File: src/rtl/icache_ctrl_pkg.sv
// Shared constants, FSM state encoding and word-select helper for the icache controller.
// Optional feature macro used by icache_ctrl: ICACHE_CTRL_UNCACHED_EN.
package icache_ctrl_pkg;

    localparam int unsigned IcacheIndexLen  = 6;
    localparam int unsigned IcacheOffsetLen = 4;
    localparam int unsigned RefillBeats     = 4;
    localparam int unsigned LineLen         = 32 * RefillBeats;

    typedef enum logic [2:0] {
        StIdle    = 3'd0,
        StLookup  = 3'd1,
        StMissReq = 3'd2,
        StRefill  = 3'd3,
        StWrite   = 3'd4,
        StResp    = 3'd5
    } state_e;

    // Word 0 lives in bits 31:0 of a line.
    function automatic logic [31:0] word_of(input logic [LineLen-1:0] line, input logic [1:0] sel);
        logic [31:0] w;
        unique case (sel)
            2'd0:    w = line[31:0];
            2'd1:    w = line[63:32];
            2'd2:    w = line[95:64];
            default: w = line[127:96];
        endcase
        return w;
    endfunction

endpackage

File: src/rtl/icache_refill_buf.sv
// Collects refill beats into one line, tracks a sticky bus error and selects one word.
module icache_refill_buf
    import icache_ctrl_pkg::*;
(
    input  logic               clk,
    input  logic               rst,
    input  logic               clear,
    input  logic               beat_valid,
    input  logic [31:0]        beat_data,
    input  logic               beat_err,
    input  logic [1:0]         word_sel,
    output logic [LineLen-1:0] line,
    output logic               err,
    output logic [31:0]        word
);

    localparam int unsigned CntW = $clog2(RefillBeats);

    logic [CntW-1:0] beat_cnt;

    always_ff @(posedge clk or posedge rst) begin
        if (rst) begin
            beat_cnt <= '0;
            line     <= '0;
            err      <= 1'b0;
        end else if (clear) begin
            beat_cnt <= '0;
            line     <= '0;
            err      <= 1'b0;
        end else if (beat_valid) begin
            for (int k = 0; k < RefillBeats; k++) begin
                if (beat_cnt == CntW'(k)) begin
                    line[32*k +: 32] <= beat_data;
                end
            end
            beat_cnt <= beat_cnt + 1'b1;
            err      <= err | beat_err;
        end
    end

    assign word = word_of(line, word_sel);

endmodule

File: src/rtl/icache_ctrl.sv
// Instruction cache sequencing controller: lookup, 4-beat refill, array write and response.
// Define ICACHE_CTRL_UNCACHED_EN to bypass the array for addresses with bit 31 clear.
module icache_ctrl
    import icache_ctrl_pkg::*;
#(
    parameter int unsigned DATA_LEN  = 32,
    parameter int unsigned INDEX_LEN = IcacheIndexLen,
    parameter int unsigned TAG_LEN   = DATA_LEN - 10
) (
    input  logic                 clk,
    input  logic                 rst,
    input  logic                 req_valid,
    output logic                 req_ready,
    input  logic [DATA_LEN-1:0]  req_addr,
    output logic                 rsp_valid,
    input  logic                 rsp_ready,
    output logic [31:0]          rsp_data,
    output logic                 rsp_err,
    output logic                 mem_req_valid,
    input  logic                 mem_req_ready,
    output logic [DATA_LEN-1:0]  mem_req_addr,
    output logic [1:0]           mem_req_len,
    input  logic                 mem_rsp_valid,
    input  logic [31:0]          mem_rsp_data,
    input  logic                 mem_rsp_last,
    input  logic                 mem_rsp_err,
    input  logic                 line_valid,
    input  logic [TAG_LEN-1:0]   line_tag,
    input  logic [LineLen-1:0]   line_Q,
    output logic                 line_CEN,
    output logic                 line_WEN,
    output logic [INDEX_LEN-1:0] line_A,
    output logic [LineLen-1:0]   line_BWEN,
    output logic [LineLen-1:0]   line_D,
    output logic [TAG_LEN-1:0]   line_tag_in
);

    state_e                 state;
    logic [DATA_LEN-1:0]    addr_q;
    logic [INDEX_LEN-1:0]   idx_q;
    logic                   we_q;
    logic                   bypass_q;
    logic                   req_bypass;
    logic                   rd_en;
    logic                   hit;
    logic                   refill_err;
    logic                   buf_clear;
    logic                   buf_beat;
    logic [LineLen-1:0]     buf_line;
    logic                   buf_err;
    logic [31:0]            buf_word;

`ifdef ICACHE_CTRL_UNCACHED_EN
    assign req_bypass = ~req_addr[DATA_LEN-1];
`else
    assign req_bypass = 1'b0;
`endif

    // The array read is launched in the accept cycle so line_Q is ready in LOOKUP.
    assign rd_en       = (state == StIdle) && req_valid && !req_bypass;
    assign line_CEN    = ~(rd_en | we_q);
    assign line_WEN    = ~we_q;
    assign line_A      = rd_en ? req_addr[IcacheOffsetLen +: INDEX_LEN] : idx_q;
    assign line_BWEN   = we_q ? '0 : '1;
    assign line_D      = we_q ? buf_line : '0;
    assign line_tag_in = we_q ? addr_q[DATA_LEN-1 -: TAG_LEN] : '0;

    assign hit        = line_valid && (line_tag == addr_q[DATA_LEN-1 -: TAG_LEN]);
    assign refill_err = buf_err | mem_rsp_err;
    assign buf_clear  = (state == StMissReq) && mem_req_ready;
    assign buf_beat   = (state == StRefill) && mem_rsp_valid;

    icache_refill_buf u_refill_buf (
        .clk       (clk),
        .rst       (rst),
        .clear     (buf_clear),
        .beat_valid(buf_beat),
        .beat_data (mem_rsp_data),
        .beat_err  (mem_rsp_err),
        .word_sel  (addr_q[3:2]),
        .line      (buf_line),
        .err       (buf_err),
        .word      (buf_word)
    );

    always_ff @(posedge clk or posedge rst) begin
        if (rst) begin
            state         <= StIdle;
            addr_q        <= '0;
            idx_q         <= '0;
            we_q          <= 1'b0;
            bypass_q      <= 1'b0;
            req_ready     <= 1'b1;
            rsp_valid     <= 1'b0;
            rsp_data      <= '0;
            rsp_err       <= 1'b0;
            mem_req_valid <= 1'b0;
            mem_req_addr  <= '0;
            mem_req_len   <= '0;
        end else begin
            unique case (state)
                StIdle: begin
                    if (req_valid) begin
                        addr_q    <= req_addr;
                        idx_q     <= req_addr[IcacheOffsetLen +: INDEX_LEN];
                        req_ready <= 1'b0;
                        bypass_q  <= req_bypass;
                        if (req_bypass) begin
                            mem_req_valid <= 1'b1;
                            mem_req_addr  <= req_addr;
                            mem_req_len   <= 2'd0;
                            state         <= StMissReq;
                        end else begin
                            state <= StLookup;
                        end
                    end
                end
                StLookup: begin
                    if (hit) begin
                        rsp_data  <= word_of(line_Q, addr_q[3:2]);
                        rsp_err   <= 1'b0;
                        rsp_valid <= 1'b1;
                        state     <= StResp;
                    end else begin
                        mem_req_valid <= 1'b1;
                        mem_req_addr  <= {addr_q[DATA_LEN-1:IcacheOffsetLen], {IcacheOffsetLen{1'b0}}};
                        mem_req_len   <= 2'(RefillBeats - 1);
                        state         <= StMissReq;
                    end
                end
                StMissReq: begin
                    if (mem_req_ready) begin
                        mem_req_valid <= 1'b0;
                        state         <= StRefill;
                    end
                end
                StRefill: begin
                    if (mem_rsp_valid && mem_rsp_last) begin
                        if (refill_err || bypass_q) begin
                            rsp_data  <= refill_err ? '0 : mem_rsp_data;
                            rsp_err   <= refill_err;
                            rsp_valid <= 1'b1;
                            state     <= StResp;
                        end else begin
                            we_q  <= 1'b1;
                            state <= StWrite;
                        end
                    end
                end
                StWrite: begin
                    we_q      <= 1'b0;
                    rsp_data  <= buf_word;
                    rsp_err   <= 1'b0;
                    rsp_valid <= 1'b1;
                    state     <= StResp;
                end
                StResp: begin
                    if (rsp_ready) begin
                        rsp_valid <= 1'b0;
                        req_ready <= 1'b1;
                        state     <= StIdle;
                    end
                end
                default: state <= StIdle;
            endcase
        end
    end

endmodule

File: config.mk
export PLATFORM = sky130hd
export DESIGN_NAME = icache_ctrl
export DESIGN_NICKNAME = d
export VERILOG_FILES = /design/src/rtl/icache_ctrl_pkg.sv /design/src/rtl/icache_refill_buf.sv /design/src/rtl/icache_ctrl.sv
export SDC_FILE = /design/constraint.sdc
export NUM_CORES = 1
export LEC_CHECK = 0
export ABC_CLOCK_PERIOD_IN_PS = 12600
export CAP_MARGIN = 20
export CORE_AREA = 2 2 224 226
export DETAILED_ROUTE_END_ITERATION = 8
export DIE_AREA = 0 0 226 228
export GPL_TIMING_DRIVEN = 1
export HOLD_SLACK_MARGIN = 0.06
export PLACE_DENSITY_LB_ADDON = 0.12
export SLEW_MARGIN = 10
export SYNTH_ARGS = -nofsm -noshare
export SYNTH_HDL_FRONTEND = slang
export SYNTH_SLANG_ARGS = --single-unit
export TNS_END_PERCENT = 5
File: constraint.sdc
create_clock -name clk -period 12.6 [get_ports clk]
set_input_delay 2.52 -clock clk [delete_from_list [all_inputs] [get_ports clk]]
set_output_delay 2.52 -clock clk [all_outputs]
set_load 0.01 [all_outputs]
* Yosys cells after proc, flatten, opt, wreduce, memory -nomap -nowiden
Index checks and enable logic that the tools add are counted.
** Word-level totals
- Register bits after elaboration :: 238
- Input bits :: 223
- Output and inout bits :: 356
- Word-level logic and storage cells :: 115
** Operators by class
- $add $sub $neg :: 1
- Equal/unequal tests :: 19
- Mux-type cells :: 43
- Bitwise gates (word level) :: 5
- Reduce and logical (&&, ||, !) cells :: 30
** Operators with widths (count)
- 2-to-1 mux 128 bit :: 4
- one-hot mux 32 bit (3 select lines) :: 3
- 2-to-1 mux 32 bit :: 7
- == test 22 bit :: 1
- 2-to-1 mux 22 bit :: 1
- one-hot mux 3 bit (6 select lines) :: 1
- nonzero test 2 bit :: 8
- 2-to-1 mux 3 bit :: 5
- 2-to-1 mux 1 bit :: 14
- != test 2 bit (second input constant) :: 6
- AND reduction 2 bit :: 6
- AND reduction 3 bit :: 3
- AND reduction 4 bit :: 2
- == test 2 bit (second input constant) :: 3
- == test 3 x 2 -> 1 bit (second input constant) :: 2
- == test 3 bit (second input constant) :: 2
- 2-to-1 mux 6 bit :: 1
- one-hot mux 1 bit (2 select lines) :: 3
- logical AND 1 bit :: 5
- AND reduction 5 bit :: 1
- == test 2 x 1 -> 1 bit (second input constant) :: 2
- logical NOT 2 bit :: 2
- 2-to-1 mux 2 bit :: 2
- != test 2 x 1 -> 1 bit (second input constant) :: 2
- other kinds (9) :: 12

* Logic depth before layout (Yosys ltp)
Gate-level depths: netlist (run 1).
- Depth after elaboration :: 4
- Depth in mapped cells :: 8
- Mapped depth without buffers :: 5

* Hierarchy
From an unflattened synthesis (run 1), not the netlist that was laid out.
** Second synthesis, totals
- Cells, all modules :: 1307
- Area, all modules :: 14442.6 µm²
** By module, submodules not included
- icache_ctrl :: times used 1, cells each 668, area an instance 7310.8 µm², sequential area each 2478.6 µm²
- icache_refill_buf :: times used 1, cells each 639, area an instance 7131.8 µm², sequential area each 3278.1 µm²

* Least setup slack after synthesis (run 1)
OpenSTA, ideal clock, no wires.
- Path type :: input port to output port
- From :: input port req_valid
- To :: output port line_A[0]
- Arrival time :: 3.487 ns
- Data required time :: 10.080 ns
- Path slack :: 6.593 ns
- Stages :: 4
- Buffers on the path :: 1
- Path through :: nand2_1 nor2_1 clkbuf_1 mux2_2
** On the way
- Word-level cells in the longest chain between the ends :: 2
** RTL lines
- start: declaration :: line icache_ctrl.sv:12 : input logic req_valid,
- logical AND 1 bit :: line icache_ctrl.sv:60 : assign rd_en = (state == StIdle) && req_valid && !req_bypass;
- 2-to-1 mux 6 bit :: line icache_ctrl.sv:63 : assign line_A = rd_en ? req_addr[IcacheOffsetLen +: INDEX_LEN] : idx_q;
- end: declaration :: line icache_ctrl.sv:32 : output logic [INDEX_LEN-1:0] line_A,
No other way between the ends.

* Worst setup path after layout (run 1)
- From :: input port req_valid
- To :: output port line_A[1]
Same word-level chain as after synthesis.

==> results, run 1 <==
- During I/O placement, the number of pins put on the boundary was 579.
- In this run the tool buffered the top-level ports with 572 buffer cells.
- After clock tree synthesis, the flow added hold-fix buffers numbering 0.
- For this run, the number of Yosys warnings is 0.
- The top cell types in the final layout, fill and taps aside, are sky130_fd_sc_hd__clkdlybuf4s50_1, sky130_fd_sc_hd__nand2_1, sky130_fd_sc_hd__dfrtp_1.
- For this run, design rule violations remaining after detail routing come to 0.
- The number of sinks driven by the clock tree is 230.
- The worst setup path is launched from an input port.
- The buffers plus inverters on the worst setup path is 3.
- Across the run, the number of max-cap violations was 0.
- The normalized max-slew margin is 30.0%.
- The first global-routing pass estimated 77200 microns of wire.
- Entering global routing, the biggest net connects 130 pins.
- On the final layout, the worst hold slack is 0.478 ns.
- The sequential element share of the synthesized area is 43.0%.
- The total setup violations reported at the end of the flow is 0.
- The number of global-route vias before repair is 11100.
- The pre-antenna-repair detailed-routing pass consisted of 4 iterations.
- After detailed routing, the total wire length is 53000 microns.
- The source-to-sink clock delay at the later pin of the worst-skew pair is 0.57 ns.
- In this run the remaining antenna-violating nets after routing total 0.
- IR analysis of the VDD net gives a maximum drop of 96.2 uV.
- The path type of the worst setup path is in -> out.
- Buffers added to address setup during post-CTS repair amount to 0.
- The cell count after synthesis came out at 1285.
- In the final timing run, aggregate negative setup slack is 0 ns.
- Data on the critical path arrives at its endpoint at 4.50 ns.
- Among cell families on the critical path, the largest total delay comes from buffers and inverters.
- The capturing element type of the critical path is an output pin.
- The max-slew violation total from the final report came to 0.
- Global routing finished with a remaining overflow of 0.
- The share of final-layout standard cells stronger than drive strength 1 is 14.2%.
- The die covers 51500 sq um.
- The post-synthesis mux area share is 19.9%.
- The total design power is 4330 uW.
- By area, the combinational part of the netlist is dominated by multiplexers.
- The tightest min-delay check is of the reg -> reg type.
- The synthesized area is 13400 sq um.
- The HPWL after detailed placement is 36900 microns.
- In the finished design, the share of the clock period the worst path needs comes to 55.7%.
- Dividing total power by cell area gives a power density of 219 nW/um^2.
- The CTS clock-pin slew for the worst setup and hold paths is 0.05 ns.
- For this design, the slowest cell found on the critical path is sky130_fd_sc_hd__clkdlybuf4s50_1.
- Data on the critical path is required at its endpoint by 10.08 ns.
- Summing the areas of all compound-gate instances in the mapped netlist gives 8.06% of the synthesized area.
- The die height is 228 microns.
- Summing the areas of all and, or, nand and nor instances in the mapped netlist gives 16.2% of the synthesized area.
- The first routing iteration left 439 violations.
- The xor and xnor area share after synthesis is 1.51%.
- The final number of hold-violating endpoints was 0.
- The critical path's most frequent cell is sky130_fd_sc_hd__clkdlybuf4s50_1.
- The width of the chip is 226 microns.
- Walking the worst path, the cells encountered are clkdlybuf4s50_1, nand2_1, nor2_2, buf_4, mux2_2, clkdlybuf4s50_1.
- The post-synthesis share of cell area spent on full adders, half adders and majority gates is 0.374%.
- The number of cell rows is 82.
- The routed design could run at a clock period as short as 7.02 ns.
- The buffer levels on the longest clock path is 3.
- The initial standard-cell utilization of the core is 27.1%.
- The post-layout worst setup margin is 5.58 ns.
- The global placer's final weighted congestion is 0.806.
- TritonCTS built the clock tree.
- The final net count is 1908.
- The number of levels in the clock H-tree is 1.
- A synthesized cell averages 10.4 sq um.
- The run finished with clean final reports.
- The netlist uses 42 different library cells.
- The total track usage is 20.2%.
- The region available for standard cell placement spans 49300 sq um.
- The final clock skew is 0.0177 ns.
- The commonest non-fill, non-tap cell in the layout is sky130_fd_sc_hd__clkdlybuf4s50_1.
- Setup repair after global routing left no endpoint under its margin.
- The slew of the pin with the lowest slew margin is 1.05 ns.
- Clock tree synthesis selected as its root buffer the cell sky130_fd_sc_hd__clkbuf_16.
- The area growth from synthesis to layout is 47.7%.
- The initial antenna violation count came to 8.
- For this run, the top clock speed supported by timing is 143 MHz.
- In this run, synthesis produced a sequential element count of 230.
- The static leakage power is 0.00806 uW.
- The final route contains 10900 vias.
- The post-placement setup slack is 5.56 ns.
- Of all nets on the critical path, the largest fanout is 31.
- The average vias per placed instance is 4.58.
- Counting the buffers created by CTS gives 31.
- The routed length per instance is 22.3 microns.
- The post-cts gate resize count is 0.
- The largest single stage delay on the critical path is 0.50 ns.
## cells by family (layout without fill, tap and decap cells)
logic type	Yosys count	after routing
other cells	1	8
fa+ha+maj	4	4
buf+inv	232	650
compound gates	184	184
flops	230	230
xor+xnor	23	23
mux	154	154
simple gates	457	457
## where the power goes
part | internal [uW] | total [uW] | switching, uW | leakage (uW)
combinational | 1200 | 2120 | 919 | 0.00457
sequential | 1020 | 1310 | 291 | 0.00296
clock | 549 | 902 | 354 | 0.000531
## area by class of cell
class                           count  area (sq um)
Fill cell                        4789         29600
Multi-Input combinational cell    826          6230
Timing Repair Buffer              584          5820
Sequential cell                   230          5770
Clock buffer                       45           928
Tap cell                          672           841
Clock inverter                     13           123
Inverter                            8          38.8
Antenna cell                        4          10.0
## flip-flops by register name, summed over array words and instances (netlist names)
register	cells
u_refill_buf.line	128
rsp_data	32
addr_q	30
mem_req_addr	28
state	3
u_refill_buf.beat_cnt	2
mem_req_len	1
mem_req_valid	1
req_ready	1
rsp_err	1
rsp_valid	1
u_refill_buf.err	1
we_q	1
## per-stage QoR
| stage | utilization, % | std cells | instance area, sq um |
|---|---|---|---|
| detailed placement | 37.9 | 2320 | 18700 |
| global route | 40.0 | 2381 | 19800 |
| floorplan | - | 1288 | 13400 |
| CTS | 40.0 | 2378 | 19700 |
| finish | 40.0 | 2382 | 19800 |
| global placement | 37.9 | 2320 | 18700 |
## cells in the mapped netlist (all sizes together)
| library cell | instances | area share, % |
|---|---|---|
| a32oi | 1 | 0.065 |
| a22o | 32 | 2.1 |
| xor2 | 1 | 0.065 |
| dfstp | 1 | 0.20 |
| buf | 172 | 9.2 |
| a21boi | 1 | 0.084 |
| o211ai | 1 | 0.056 |
| nor2 | 12 | 0.36 |
| clkbuf | 52 | 1.5 |
| nor2b | 1 | 0.047 |
| conb | 1 | 0.028 |
| and2b | 1 | 0.056 |
| nor4 | 2 | 0.19 |
| or2 | 1 | 0.047 |
| nand2 | 271 | 7.6 |
| a21oi | 136 | 5.1 |
| dfrtp | 229 | 43 |
| mux2 | 90 | 9.1 |
| a31oi | 1 | 0.047 |
| o41ai | 2 | 0.19 |
| and2 | 155 | 7.3 |
| nor3b | 1 | 0.056 |
| ha | 4 | 0.37 |
| and3 | 2 | 0.094 |
| mux4 | 64 | 11 |
| xnor2 | 22 | 1.4 |
| inv | 8 | 0.22 |
| nand3 | 3 | 0.15 |
| nand2b | 2 | 0.094 |
| o21ai | 7 | 0.26 |
| nand4 | 4 | 0.19 |
| a21o | 3 | 0.17 |
| nor3 | 2 | 0.075 |
## worst paths after layout
check                              start       endpoint  slack, ns  cells past startpoint
setup reg to reg                state[1]   rsp_data[10]       9.36                      6
hold / removal             mem_req_valid  mem_req_valid       0.48                      1
hold reg to reg            mem_req_valid  mem_req_valid       0.48                      1
min in group asynchronous            rst   rsp_data[23]       2.47                      2
setup / recovery               req_valid      line_A[1]       5.58                      6
max in group asynchronous            rst      addr_q[9]       7.93                      4
## per-layer routing
metal  track usage (%)  share of wire [%]
met5                 0              0.025
met4              6.50                2.9
met3              4.33                6.3
met2              36.7                 52
met1              23.3                 38
(Power assumes the default switching activity.)
==> run 2: changes to the inputs <==
- ABC_CLOCK_PERIOD_IN_PS: 12600 -> 6200
- CORE_AREA: 2 2 224 226 -> 2 2 225 227
- DIE_AREA: 0 0 226 228 -> 0 0 227 229
- clock period: 12.6 -> 6.2 ns (I/O delays scaled with it)
==> run 2 against run 1 <==
Against the previous run: cell count is 0.29% lower; register-to-register slack worse by 6.4 ns; clock power is 90% higher; setup slack worse by 3.8 ns; critical path depth stayed put; flip-flop and latch count stayed put; critical endpoint is now line_CEN; combinational power is 100% higher.
==> results, run 2 (synthesis gave the netlist of run 1 again) <==
- CTS built an H-tree with a depth of 1.
- The clock passes through at most 3 buffers.
- The end of the worst register-to-register path is rsp_data[17].
- The most critical setup path has its startpoint at req_valid.
- The slack of the worst reg-to-reg path is 2.91 ns.
- The data required time at the worst endpoint is 4.96 ns.
- The critical path runs through a total of 6 cells.
- The max-slew violation total from the final report came to 0.
- Among all stages on the critical path, the largest delay is contributed by sky130_fd_sc_hd__clkdlybuf4s50_1.
- The final-layout setup total negative slack is 0 ns.
- Dividing total power by cell area gives a power density of 442 nW/um^2.
- STA classifies the critical path endpoint as an output pin.
- The cell that appears most often on the critical path is sky130_fd_sc_hd__clkdlybuf4s50_1.
- The clock drives 230 sinks.
- The launch instance of the worst register-to-register path is state[1].
- The first-pass iteration count of the detailed router is 4.
- Setup repair after global routing left no endpoint under its margin.
- The floorplan has 82 rows.
- From left edge to right edge, the die measures 227 microns.
- The delay contributed by the slowest stage of the critical path is 0.49 ns.
- Along the worst path, the maximum fanout reaches 23.
- For this run, design rule violations remaining after detail routing come to 0.
- Hold repair after CTS inserted 0 buffers.
- Data on the critical path arrives at its endpoint at 3.22 ns.
- The global-route met3 utilization is 3.68%.
- The family of cells with the greatest summed delay on the critical path is buffers and inverters.
- The die covers 52000 sq um.
- In the global route stage, overall resource usage came out at 20.2%.
- Entering global routing, the biggest net connects 136 pins.
- In the post-route analysis, the smallest setup slack over all paths is 1.74 ns.
- Buffers inserted during clock tree synthesis total 29.
- The initial standard-cell utilization of the core is 26.9%.
- The worst pin sits at a relative slew slack of 27.4%.
- The congestion estimate from routability-driven global placement came to 0.815.
- The remaining antenna violation count after routing is 0.
- Relative to the synthesized area, the layout overhead comes to 47.3%.
- The final number of hold-violating endpoints is 0.
- The depth of the most critical reg-to-reg path is 6.
- The max capacitance violation total is 0.
- The number of flip-flops in the largest register is 128.
- The initial antenna violation count is 4.
- After legalization and detailed placement, the total HPWL measured 37000 microns.
- At the end of the flow, the number of nets in the layout was 1906.
- Leaving out fill and tap cells, the most frequent cells in the layout are sky130_fd_sc_hd__clkdlybuf4s50_1, sky130_fd_sc_hd__nand2_1, sky130_fd_sc_hd__dfrtp_1.
- The source-to-sink clock delay at the later pin of the worst-skew pair is 0.58 ns.
- The slew of the pin with the lowest slew margin is 1.09 ns.
- The number of buffer cells added on primary ports is 572.
- The die height is 229 microns.
- In the final layout, the registers with the most flip-flops are u_refill_buf.line (128), rsp_data (32), addr_q (30).
- The average vias per placed instance is 4.56.
- Walking the worst path, the cells encountered are clkdlybuf4s50_1, nand2_1, nor2_2, buf_4, nor2_1, clkdlybuf4s50_1.
- The area of the core is 49700 sq um.
- Once the clock tree was built, the setup fixing pass inserted 0 buffers.
- The register with the highest flop count is u_refill_buf.line.
- The final worst-path cycle share is 71.9%.
- The clock arrives with 0.0191 ns of skew.
- The routed design has 53700 microns of wire.
- The layer flagged by global routing as most heavily used is met2.
- The met2 demand-to-capacity share in global routing is 37.5%.
- Static timing analysis puts the maximum clock frequency at 224 MHz.
- The total via count in the routed design is 10800.
- STA classifies the critical path startpoint as an input port.
- The first-pass GRT wire length is 77700 microns.
- The number of global-route vias before repair is 11000.
- In the global route stage, met1 resource usage came out at 23.8%.
- The post-route minimum period is 4.46 ns.
- Post-CTS repair changed the size of 0 cells.
- The total placed instance area is 18700 sq um.
- The startpoint identified for the worst hold timing path is mem_req_valid.
- Setup violations remaining at the end of the flow were counted as 0.
- Cells fill 39.7% of the core in the end.
- The termination of the worst setup path is line_CEN.
- The filler cell count in the final layout is 4963.
- The number of DRC markers in iteration 0 is 507.
- The commonest non-fill, non-tap cell in the layout is sky130_fd_sc_hd__clkdlybuf4s50_1.
- The global-route congestion overflow total is 0.
- The static leakage power is 0.00801 uW.
- TritonCTS built the clock tree.
- The routed length per instance is 22.6 microns.
- After clock tree synthesis, the clock-pin slew on the worst setup and hold paths is 0.06 ns.
- The flow ran to the end, and the final reports show no timing, DRC or antenna violations.
- The number of primary I/O pins is 579.
- Across the VDD grid, the largest voltage drop is 196 uV.
- The post-placement setup slack is 1.68 ns.
- Cells with a size suffix above 1 make up 13.8% of the layout.
- The class of the worst hold path is reg -> reg.
- The path type of the worst setup path is in -> out.
- The buffers plus inverters on the worst setup path is 3.
- The final instance area is 19700 sq um.
- The cell sitting at the root of the clock tree is a sky130_fd_sc_hd__clkbuf_16.
==> run 2: changes by cell type in the layout (fill, tap and decap cells not counted), sizes merged <==
cell,delta
clkbuf,+3
diode,-1
clkinv,-8
clkinvlp,+1
bufinv,-2
==> run 2: final cells by class <==
type | count | area (sq um) | share of cell area (%)
timing repair buffer | 584 | 5850 | 29.7
clock buffer | 48 | 927 | 4.71
antenna | 3 | 7.51 | 0.0381
clock inverter | 4 | 38.8 | 0.197
sequential | 230 | 5770 | 29.3
tap | 672 | 841 | 4.27
inverter | 8 | 35.0 | 0.178
multi-input combinational | 826 | 6230 | 31.6
==> run 2: worst min path at each step <==
stage / slack (ns) / depth (start not counted) / to
floorplan: 0.46 / 2 / u_refill_buf.err
detailed placement: 0.47 / 1 / mem_req_valid
global placement: 0.47 / 1 / mem_req_valid
finish: 0.48 / 1 / mem_req_valid
CTS: 0.48 / 1 / mem_req_valid
global route: 0.52 / 1 / mem_req_valid
==> run 2: where the power goes <==
group | internal, uW | switching (uW)
logic | 2440 | 1880
clock network | 1010 | 700
registers | 2070 | 594
==> run 2: per-layer routing <==
layer  routed length (microns)  vias to the layer above  share of wire (%)
met4                      1090                        0                2.0
met2                     28600                      354                 53
met5                         0                        -                  0
met3                      3280                       57                6.1
li1                          -                     5004                  -
met1                     20800                     5404                 39
==> run 2: stage by stage <==
stage / cells / total power, uW / hold WS (ns)
global route: 2375 / 9230 / 0.518
detailed placement: 2320 / 7110 / 0.469
CTS: 2372 / 8850 / 0.484
finish: 2375 / 8700 / 0.479
global placement: 2320 / 7050 / 0.469
floorplan: 1288 / 5420 / 0.463
==> run 2: worst reg2reg max path, cell delays in order (launching register included) <==
cell                       delay, ns
sky130_fd_sc_hd__dfrtp_1        0.50
sky130_fd_sc_hd__nand2b_1       0.31
sky130_fd_sc_hd__nor2_4         0.45
sky130_fd_sc_hd__buf_4          0.47
sky130_fd_sc_hd__a21o_1         0.20
sky130_fd_sc_hd__nand3_4        0.62
sky130_fd_sc_hd__mux2_4         0.60
==> run 3: changes to the inputs <==
- ABC_CLOCK_PERIOD_IN_PS: 6200 -> 3950
- clock period: 6.2 -> 3.95 ns (I/O delays scaled with it)
==> run 3 against run 2 <==
Against the previous run: first-iteration DRC count is 18% lower; global-route usage shrank 0.25 points; highest routed layer unchanged; combinational power up 62%; sequential power grew 54%.
==> results, run 3 (synthesis gave the netlist of run 1 again) <==
- The detailed router placed 10900 vias in this run.
- The final-layout setup total negative slack is 0 ns.
- The initial standard-cell utilization of the core is 26.9%.
- The floorplan step defined a core boundary enclosing 49700 sq um.
- The beginning of the critical path is req_valid.
- The post-placement setup slack is 0.523 ns.
- For this block, the initial DRC count from the detailed router was 416.
- The fmax is 294 MHz.
- The post-cts hold buffer count is 0.
- The area taken by flip-flops and latches is 5770 sq um.
- The part of the total power dissipated in combinational logic is 51.0%.
- The number of global-route vias before repair is 11100.
- Cell internal power was estimated by the tool at 8770 uW.
- TritonCTS built the clock tree.
- The class of the worst hold path is reg -> reg.
- The number of buffers created by CTS is 28.
- The end of the worst register-to-register path is mem_req_addr[28].
- The routed wire length is 53100 microns.
- The number of cell rows is 82.
- CTS placed an instance of sky130_fd_sc_hd__clkbuf_16 at the clock tree root.
- For this run, design rule violations remaining after detail routing come to 0.
- After the last flow step, the layout net total stands at 1925.
- The area added between synthesis and finish is 49.4%.
- In this run the vertical extent of the chip is 229 microns.
- The global-route congestion overflow total is 0.
- The remaining antenna violation count after routing is 0.
- For this run, the detailed router's first-pass iteration total came to 5.
- After clock tree synthesis, the clock-pin slew on the worst setup and hold paths is 0.06 ns.
- The initial antenna violation count is 1.
- STA classifies the critical path endpoint as an output pin.
- The portion of total power attributed to sequential cells is 29.8%.
- The slew of the pin with the lowest slew margin is 0.959 ns.
- The multi-input combinational cells in the finished layout cover a total of 6230 sq um.
- In the layout the commonest cells are sky130_fd_sc_hd__clkdlybuf4s50_1, sky130_fd_sc_hd__nand2_1, sky130_fd_sc_hd__dfrtp_1.
- The worst pin sits at a relative slew slack of 35.8%.
- The worst hold path begins at mem_req_valid.
- For the worst-skew pair, the clock arrives at the later sink with an insertion delay of 0.56 ns.
- The post-layout worst setup margin is 0.549 ns.
- Setup repair after global routing left no endpoint under its margin.
- The worst register-to-register path begins at state[0].
- Data on the critical path arrives at its endpoint at 2.61 ns.
- The pin count of the biggest net entering global routing is 107.
- Of the cells placed in the final design, the portion with a size suffix greater than 1 is 14.7%.
- The largest registers in the layout are u_refill_buf.line (128), rsp_data (32), addr_q (30).
- The number of flip-flops in the largest register is 128.
- The floorplan step set the die width to 227 microns.
- The total setup violations reported at the end of the flow is 0.
- Along the worst hold path, the cell count comes to 1.
- The worst setup path is launched from an input port.
- The count of buffers added on input and output ports is 572.
- In the routed layout, each cell is associated on average with a via count of 4.55.
- The number of levels in the clock H-tree is 1.
- In the global route stage, overall resource usage came out at 20.0%.
- Leaving out fill and tap cells, the most frequent cell in the layout is sky130_fd_sc_hd__clkdlybuf4s50_1.
- The first-pass GRT wire length is 77200 microns.
- The number of buffers inserted by post-CTS setup repair is 0.
- After layout, the worst path uses 86.1% of the clock period.
- The post-detailed-placement half-perimeter wirelength is 38500 microns.
- The depth of the most critical reg-to-reg path is 5.
- Counting flops per register, the top entry is u_refill_buf.line.
- The power dissipated by switching net loads is 4970 uW.
- The number of sinks driven by the clock tree is 230.
- The global placer's final weighted congestion is 0.817.
- Net switching is 36.2% of the power.
- The post-cts gate resize count is 0.
- The path type of the worst setup path is in -> out.
- In the final routed layout, each cell accounts on average for 22.2 microns.
- In this run the power density over the cells is 687 nW/um^2.
- The worst-path maximum fanout is 8.
- The slack of the worst reg-to-reg path is 1.27 ns.
- The worst ir drop on vdd is 326 uV.
- The power share of the clock group is 19.2%.
- The final number of hold-violating endpoints is 0.
- The tool flagged a number of max-cap violations equal to 0.
- The final clock skew is 0.0191 ns.
- The smallest clock period supported by the final layout is computed as 3.40 ns.
- The worst min-delay path endpoint is mem_req_valid.
- The run finished with clean final reports.
- Data on the critical path is required at its endpoint by 3.16 ns.
- Pin placement for this block handled 579 I/O pins.
- The die area is 52000 sq um.
- The max-slew violation total from the final report came to 0.
- The filler cells instantiated in the layout total 4876.
- The clock passes through at most 3 buffers.
- Summed over all cells, the static leakage comes to 0.00814 uW.
[run 3: cell count changes in the layout (fill, tap and decap cells not counted), sizes merged]
cell and change:
diode -2, inv -2, clkbuf -2, buf +20
clkinv +3, bufinv +1
[run 3: cell type report]
| type | instances | share of cell area [%] |
|---|---|---|
| well taps | 672 | 4.21 |
| repair buffers | 604 | 30.8 |
| inverters | 8 | 0.175 |
| flip-flops and latches | 230 | 28.9 |
| diodes | 1 | 0.0125 |
| multi-input cells | 826 | 31.2 |
| clock inverters | 6 | 0.332 |
| clock buffers | 46 | 4.40 |
[run 3: worst max-delay path by stage]
stage / cells after the start / to
4_1_cts: 5 / line_A[1]
3_5_place_dp: 5 / line_A[1]
2_1_floorplan: 5 / line_BWEN[0]
6_report: 5 / line_A[3]
3_3_place_gp: 5 / line_A[3]
5_1_grt: 5 / line_A[3]
[run 3: worst max-delay path, stage by stage]
cell                              delay, ns
sky130_fd_sc_hd__clkdlybuf4s50_1       0.48
sky130_fd_sc_hd__nand2_1               0.08
sky130_fd_sc_hd__nor2_2                0.35
sky130_fd_sc_hd__mux2_2                0.40
sky130_fd_sc_hd__clkdlybuf4s50_1       0.50
[run 3: power by group through the flow]
| stage | clock (uW) | sequential, uW | combinational (uW) |
|---|---|---|---|
| global placement | 0 | 4110 | 7070 |
| CTS | 2720 | 4110 | 7140 |
| global route | 2800 | 4220 | 7520 |
| finish | 2640 | 4090 | 7010 |
| floorplan | 0 | 3870 | 4650 |
| detailed placement | 0 | 4140 | 7130 |
[run 3: metrics by stage]
step	instances	hold slack (ns)	total power, uW	utilization [%]	area [sq um]
2_1_floorplan	1288	0.463	8510	-	13400
3_3_place_gp	2340	0.463	11200	38.3	19000
3_5_place_dp	2340	0.473	11300	38.3	19000
4_1_cts	2392	0.487	14000	40.2	20000
5_1_grt	2393	0.504	14500	40.2	20000
6_report	2393	0.479	13700	40.2	20000
[run 3: metal layers]
layer  vias to the layer above  GRT usage, %  part of all wire (%)
met3                        43          3.60                   6.1
met2                       363          37.6                    54
met4                         0          4.35                   1.7
met1                      5441          23.3                    38
li1                       5037             -                     -
met5                         -             0                     0
